**config.mk**
```make
export PLATFORM = sky130hd
export DESIGN_NAME = ntt_ctrl
export DESIGN_NICKNAME = d
export VERILOG_FILES = /design/src/rtl/ntt_ctrl.sv
export SDC_FILE = /design/constraint.sdc
export NUM_CORES = 1
export LEC_CHECK = 0
export BUFFER_PORTS_ARGS = -buffer_cell sky130_fd_sc_hd__buf_2
export CORE_ASPECT_RATIO = 0.8
export CORE_MARGIN = 2
export CORE_UTILIZATION = 63
export CTS_BUF_LIST = sky130_fd_sc_hd__clkbuf_16
export DETAILED_ROUTE_END_ITERATION = 8
export PLACE_DENSITY = 0.95
export SYNTH_ARGS = -nofsm -noshare
export SYNTH_HDL_FRONTEND = slang
export SYNTH_SLANG_ARGS = --single-unit
export TNS_END_PERCENT = 30
```
**constraint.sdc**
```tcl
create_clock -name clk -period 7 [get_ports clk]
set_input_delay 1.4 -clock clk [delete_from_list [all_inputs] [get_ports clk]]
set_output_delay 1.4 -clock clk [all_outputs]
set_load 0.02 [all_outputs]
```
**src/rtl/ntt_ctrl.sv**
```systemverilog
// ntt_ctrl: Kyber NTT/INTT layer sequencer (n=256), one butterfly
// per cycle, with read issue and delayed write-back addressing.
//
// Ports:
//   clk, rst_n            clock, synchronous active-low reset
//   start, mode           begin transform; 0 = NTT (CT), 1 = INTT (GS)
//   busy, done            run in progress; one-cycle completion pulse
//   rd_en, rd_addr_a/b    coefficient pair read (j, j+len)
//   zeta_idx, bf_mode     twiddle ROM index; latched mode to butterfly
//   wr_en, wr_addr_a/b    write-back, rd_* delayed RD_LAT+BF_LAT cycles
module ntt_ctrl #(
  parameter int RD_LAT = 1,
  parameter int BF_LAT = 0
) (
  input  logic       clk,
  input  logic       rst_n,
  input  logic       start,
  input  logic       mode,
  output logic       busy,
  output logic       done,
  output logic       rd_en,
  output logic [7:0] rd_addr_a,
  output logic [7:0] rd_addr_b,
  output logic [6:0] zeta_idx,
  output logic       bf_mode,
  output logic       wr_en,
  output logic [7:0] wr_addr_a,
  output logic [7:0] wr_addr_b
);

  localparam int D  = RD_LAT + BF_LAT;
  localparam int DW = (D > 1) ? $clog2(D) : 1;
  localparam int PW = 17;

  typedef enum logic [1:0] {
    S_IDLE,
    S_ISSUE,
    S_DRAIN,
    S_DONE
  } state_e;

  state_e        state_q, state_d;
  logic [2:0]    lyr_q, lyr_d;
  logic [6:0]    cnt_q, cnt_d;
  logic [DW-1:0] drn_q, drn_d;
  logic          mode_q, mode_d;

  always_ff @(posedge clk) begin
    if (!rst_n) begin
      state_q <= S_IDLE;
      lyr_q   <= '0;
      cnt_q   <= '0;
      drn_q   <= '0;
      mode_q  <= 1'b0;
    end else begin
      state_q <= state_d;
      lyr_q   <= lyr_d;
      cnt_q   <= cnt_d;
      drn_q   <= drn_d;
      mode_q  <= mode_d;
    end
  end

  always_comb begin
    state_d = state_q;
    lyr_d   = lyr_q;
    cnt_d   = cnt_q;
    drn_d   = drn_q;
    mode_d  = mode_q;
    unique case (state_q)
      S_IDLE: begin
        if (start) begin
          mode_d  = mode;
          lyr_d   = '0;
          cnt_d   = '0;
          drn_d   = '0;
          state_d = S_ISSUE;
        end
      end
      S_ISSUE: begin
        cnt_d = cnt_q + 7'd1;
        if (cnt_q == 7'd127) begin
          drn_d   = '0;
          state_d = S_DRAIN;
        end
      end
      S_DRAIN: begin
        drn_d = drn_q + 1'b1;
        // Hold reads off until the layer's last write has left.
        if (drn_q == DW'(D - 1)) begin
          drn_d = '0;
          cnt_d = '0;
          if (lyr_q < 3'd6) begin
            lyr_d   = lyr_q + 3'd1;
            state_d = S_ISSUE;
          end else begin
            state_d = S_DONE;
          end
        end
      end
      S_DONE: begin
        state_d = S_IDLE;
      end
      default: begin
        state_d = S_IDLE;
      end
    endcase
  end

  // Layer geometry: len = 1 << sh, so group/offset are shift/mask.
  logic       issue;
  logic [2:0] sh;
  logic [7:0] len;
  logic [6:0] lmsk;
  logic [6:0] grp;
  logic [6:0] ofs;
  logic [7:0] a;
  logic [7:0] b;
  logic [6:0] z;

  always_comb begin
    issue = (state_q == S_ISSUE);
    sh    = mode_q ? lyr_q + 3'd1 : 3'd7 - lyr_q;
    len   = 8'd1 << sh;
    lmsk  = 7'(len - 8'd1);
    grp   = cnt_q >> sh;
    ofs   = cnt_q & lmsk;
    a     = ({1'b0, grp} << (4'd1 + {1'b0, sh}))
          | {1'b0, ofs};
    b     = a + len;
    // INTT: 256/len wraps to 0 in 7 bits at len = 2,
    // which still yields 127 - g modulo 128.
    z     = mode_q
          ? (7'd2 << (3'd7 - sh)) - 7'd1 - grp
          : (7'd1 << (3'd7 - sh)) + grp;
  end

  assign busy      = (state_q == S_ISSUE)
                   | (state_q == S_DRAIN);
  assign done      = (state_q == S_DONE);
  assign bf_mode   = mode_q;
  assign rd_en     = issue;
  assign rd_addr_a = issue ? a : '0;
  assign rd_addr_b = issue ? b : '0;
  assign zeta_idx  = issue ? z : '0;

  logic [PW-1:0] pipe_q [D];

  always_ff @(posedge clk) begin
    if (!rst_n) begin
      for (int i = 0; i < D; i++) begin
        pipe_q[i] <= '0;
      end
    end else begin
      pipe_q[0] <= {rd_en, rd_addr_a, rd_addr_b};
      for (int i = 1; i < D; i++) begin
        pipe_q[i] <= pipe_q[i-1];
      end
    end
  end

  assign wr_en     = pipe_q[D-1][16];
  assign wr_addr_a = wr_en ? pipe_q[D-1][15:8] : '0;
  assign wr_addr_b = wr_en ? pipe_q[D-1][7:0] : '0;

endmodule

```
* Word-level counts from Yosys, hierarchy flattened *
Memory sizes are Yosys's and may differ from the RTL's.
Index checks and enable logic that the tools add are counted.

word-level totals
  input port bits = 4
  word-level logic and storage cells = 70
  RAM bits = 17
  register bits after elaboration = 14
  memories = 1

cells by class
  shifts and indexed selects = 5
  equal/unequal tests = 8
  order comparisons = 1
  reductions and logical operators = 9
  add/sub/neg operators = 11
  mux-type cells = 27
  bitwise logic cells = 3

memories
  memory  depth  width  rd ports  clocked after Yosys merged registers in  write ports  line  RTL
  pipe_q  1      17     1         0                                        1            147   logic [PW-1:0] pipe_q [D];

operators with widths
  cell                   number
  $mux W8                4
  $mux W7                4
  $pmux W7 S3            1
  $mux W17               1
  $reduce_or A17 Y1      1
  $sub A7 B1 Y7 const B  2
  $mux W3                4
  $reduce_and A3 Y1      3
  $add A8 B8 Y8          1
  $mux W2                4
  $or A8 B7 Y8           1
  $pmux W2 S4            1
  $shl A1 B3 Y8 const A  1
  $shl A7 B4 Y8          1
  $add A7 B1 Y7 const B  1
  $add A7 B7 Y7          1
  $and A7 B7 Y7          1
  $eq A7 B7 Y1 const B   1
  $shl A1 B3 Y7 const A  1
  $shl A2 B3 Y7 const A  1
  $shr A7 B3 Y7          1
  $sub A7 B7 Y7          1
  $mux W1                6
  $ne A2 B2 Y1 const B   3
  16 further kinds       18

* Logic depth before layout (Yosys ltp) *
  word-level depth = 9
  mapped depth = 20
  mapped depth without buffers = 18

* Least setup slack after synthesis *
Ideal clock, no wire load.

  path type = reg-to-output
  start = reg lyr_q[1]
  end = out rd_addr_b[6]
  slack = 1.510 ns
  required time = 5.600 ns
  buffers on the path = 2
  arrival time = 4.090 ns
  stages on the path, launching flop included = 20
  cells stage by stage = dfxtp_1 buf_6 inv_1 ha_1 mux2_4 nor2_1 ha_1 buf_2 a211oi_1 a32oi_1 inv_1 ha_1 inv_1 fa_1 nor2b_1 o21ai_0 a21boi_0 o21ai_0 nor3b_1 nor3b_1

on the way
  cells in the longest elaborated chain, start to end = 8

ends and longest elaborated chain
  element                                         line  RTL
  from (decl)                                     43    logic [2:0] lyr_q, lyr_d;
  from (signal assigned)                          57    lyr_q <= lyr_d;
  $sub A3 B3 Y3 or $add A3 B1 Y3 (tied branches)  123   sh = mode_q ? lyr_q + 3'd1 : 3'd7 - lyr_q;
  $mux W3 *                                       123
  $shl A1 B3 Y8                                   124   len = 8'd1 << sh;
  $sub A7 B1 Y7                                   125   lmsk = 7'(len - 8'd1);
  $and A7 B7 Y7                                   127   ofs = cnt_q & lmsk;
  $or A8 B7 Y8                                    129   | {1'b0, ofs};
  $add A8 B8 Y8 *                                 130   b = a + len;
  $mux W8 *                                       144   assign rd_addr_b = issue ? b : '0;
  to (decl)                                       23    output logic [7:0] rd_addr_b,

Every way passes the cells marked *; elsewhere a longest branch is shown, timed or not.

* Final worst setup path *
  start = reg mode_q (netlist: bf_mode)
  end = out rd_addr_b[7]

on the way
  cells in the longest elaborated chain, start to end = 7

ends and longest elaborated chain
  element                 line  RTL
  from (decl)             46    logic mode_q, mode_d;
  from (signal assigned)  60    mode_q <= mode_d;
  $mux W3 *               123
  $shl A1 B3 Y8           124
  $sub A7 B1 Y7           125
  $and A7 B7 Y7           127
  $or A8 B7 Y8            129
  $add A8 B8 Y8 *         130
  $mux W8 *               144

Marks and branches as above.

==> key figures <==
Outcome
  – Status: finished with violations
  – Failing checks: design-rule violations

Synth
  – #FFs+latches synth: 30
  – Cell taking the most area after synthesis: dfxtp_1
  – Asr flop ratio synth: 0%
  – Post-Syn Nets: approximately 480
  – Ys Warns: 0
  – Post-synthesis cell area: ~0.0034 mm^2
  – Top cells by area, synth: dfxtp_1 18%, ha_1 10%, mux2i_1 5.9%
  – Distinct cell type count after synthesis: between 60 and 70
  – Mapped Cells: 447
  – Top_reg_cell synth: dfxtp_1
  – Mean post-synth cell area: about 7.6 um^2
  – Register area share after synthesis: between 15 and 20%
  – Number of synthesized flops with an enable pin: 0
  – Post-synth top area share: 17.77%

Placed design
  – PortBufs: 47
  – Pre-CTS WS: roughly 0.81 ns
  – GPL Wtd Cong: around 0.95
  – Hpwl dp: ~6600 um

Detailed routing
  – Post-DR vias/cell: roughly 6.2
  – 1st-pass router iterations: 9
  – Antenna Nets Post-Route: 0
  – Final WL: 8794 um
  – WL/cell: between 15 and 20 um
  – DR DRC count: 8
  – 1st-iter DRT viols: a little under 400
  – Total number of vias: ~3,400

Worst setup path
  – Crit path from: bf_mode$_SDFFE_PN0P_
  – R2r startpoint: bf_mode$_SDFFE_PN0P_
  – Req. time, crit path: ~5.6 ns
  – Critical Path AT: approximately 5.2 ns
  – WS Path Type: flop to output port
  – Slowest stage delay, CP: 0.88 ns
  – CP Launch Type: flop
  – CP Capture Type: output port
  – Max stage delay cell, worst path: dfxtp_1
  – Worst-path cell chain: nor2b_4 > xnor2_4 > inv_2 > ha_1 > nand2b_1 > a21oi_1 > xnor2_1 > a221oi_1 > nor2_1 > ha_1 > nand3_1 > o211ai_1 > o41ai_1 > xnor2_1 > nand2_1 > mux2i_1 > buf_2
  – CP max FO: 23
  – Cells on worst reg2reg path: 16

Timing
  – RSZ-0062 raised after global routing: no
  – Slew HR: a little over a fifth
  – Slew @ Worst Pin: ~1.2 ns
  – # setup viols final: 0
  – Final period util: a little over nine tenths
  – Maximum clock rate: roughly 150 MHz
  – Final count of pins violating max slew: 0
  – Hold slack: about 0.55 ns
  – Fin. Hold Viols: 0
  – Clk_skew: approximately 0.0048 ns
  – Clock period minus worst slack: around 6.6 ns
  – Final worst setup slack: approximately 0.44 ns
  – Setup tns final: 0 ns

Layout
  – Area grow syn2layout: 10.18%
  – Final Util: between 70 and 80%
  – Most frequent cells in the layout: 47 x buf_2, 42 x nor2_1, 38 x nand2_1, 30 x dfxtp_1
  – Layout cells sized above 1: 16.18%
  – Inserted Diodes: 0
  – Most common cell after layout, fill and taps aside: buf_2
  – Nets: around 510
  – Fill count: 402

Pwr
  – Clk pwr share: 23.2%
  – Seq pwr share: 24.1%
  – Net Sw Frac: 45.38%
  – Comb power frac: 52.7%
  – Leakage: 1.702 nW
  – Peak supply drop: around 240 uV
  – Pint: about 0.49 mW
  – Pwr Density: about 240 mW/mm^2
  – Net Sw Power: approximately 0.4 mW

Clocking
  – Clk sinks: 30
  – Clock tree root driver cell: clkbuf_16
  – Post-CTS sizing: 0
  – Total CTS buffers: 5
  – CTS H-tree lvls: 2
  – Setup Fix Bufs, Post-CTS: 0
  – Clock slew at reported path FFs: roughly 0.05 ns
  – Max Buffers Root-to-Sink: 2
  – Hold-fix buffers, CTS: 0
  – Clk Latency, worst-skew pair: roughly 0.28 ns
  – CTS tree: built

Floorplan
  – Initial Util: 66.35%
  – I/O pin total: 48
  – Core Region: between 0.005 and 0.006 mm^2
  – Die ar.: roughly 0.006 mm^2
  – Row cnt: 23
  – Die Width: 85.89 um
  – Die span in y: 69.51 um

Global routing
  – GR Util All Layers: between 20% and 30%
  – Initial antenna violation count: 0
  – First-pass GRT wire length: approximately 14,000 um
  – Vias in the first global route: 2,998
  – Largest net degree at the start of global routing: 39
  – Gr ovfl total: 0

Min path
  – Worst Hold Launch: cnt_q[1]$_SDFFE_PN0P_
  – Hold Path Class: flop to flop
  – Hold Crit Depth: 2

Flow run
  – Max-cap violations: 0
==> synth_stat cells (all sizes together), types with 3 or more instances <==
library cell / number
nor2: 42
nand2: 38
dfxtp: 30
inv: 29
and2: 28
ha: 27
mux2i: 20
a21oi: 19
clkbuf: 18
nand3: 17
o21ai: 17
xnor2: 16
nor3: 15
buf: 11
nor2b: 10
and3: 8
nor3b: 8
nand2b: 7
xor2: 7
a21boi: 6
mux2: 6
o211a: 5
a211oi: 4
a221oi: 4
a31oi: 4
a32oi: 4
nand4: 4
or2: 4
a2bb2oi: 3
fa: 3
o311ai: 3
==> cells by family (layout without fill, tap and decap cells) <==
group                      Yosys count  after routing  synth area share (%)
and+or+nand+nor                    186            186                 28.21
AOI/OAI and AO/OA                   94             94                 20.22
buffers and inverters               58             87                 7.145
adders and majority gates           30             30                 11.77
DFF                                 30             30                 17.77
muxes                               26             26                 8.367
xor gates and xnor gates            23             23                 6.516
==> critical path: cells and delay by family (launching register included) <==
kind | cells | cell delay [ns]
AO/OA/AOI/OAI | 4 | 1.09
AND/OR/NAND/NOR | 5 | 0.89
XOR/XNOR | 3 | 0.61
adder cells (fa/ha/maj) | 2 | 0.76
multiplexers | 1 | 0.17
buffers and inverters | 2 | 0.47
flip-flops | 1 | 0.88
==> registers in the layout, indices dropped and copies added, names as in the netlist <==
| name | count |
|---|---|
| pipe_q | 17 |
| cnt_q | 7 |
| lyr_q | 3 |
| state_q | 2 |
| bf_mode | 1 |
==> final timing paths <==
kind | to | slack [ns]
setup / recovery | rd_addr_b[7] | 0.44
hold / removal | cnt_q[1]$_SDFFE_PN0P_ | 0.55
setup reg to reg | pipe_q[0][7]$_SDFF_PN0_ | 2.24
hold reg to reg | cnt_q[1]$_SDFFE_PN0P_ | 0.55
==> final cells by class <==
cell class,instances,area [um^2],share of cell area [%]
Multi-Input combinational cell,359,2537,68.15
Clock inverter,3,16.27,0.4368
Timing Repair Buffer,50,257.7,6.922
Sequential cell,30,600.6,16.13
Tap cell,62,77.57,2.083
Inverter,29,108.9,2.923
Clock buffer,5,125.1,3.360
==> metal layers <==
layer  GRT usage (%)  up-vias  part of all wire [%]
met4           9.171        0                   2.0
met2           47.63      187                    44
met5               0        -                     0
met3           5.238       20                   8.8
li1                -     1628                     -
met1           40.63     1527                    45
==> power by group through the flow <==
stage	clock, mW	sequential, mW	combinational [mW]
4_1_cts	0.208	0.215	0.465
6_report	0.207	0.215	0.471
5_1_grt	0.215	0.218	0.519
3_5_place_dp	0	0.218	0.463
2_1_floorplan	0	0.208	0.372
3_3_place_gp	0	0.217	0.449
==> stage by stage <==
| stage | instances | power, mW | cell area (um^2) |
|---|---|---|---|
| after CTS | 538 | 0.8874 | 3724 |
| after floorplan | 447 | 0.5799 | 3379 |
| after global routing | 538 | 0.9523 | 3724 |
| after detailed placement | 530 | 0.6818 | 3582 |
| after global placement | 530 | 0.6663 | 3582 |
| final | 538 | 0.8936 | 3724 |
Power figures use the tool's default switching activity.
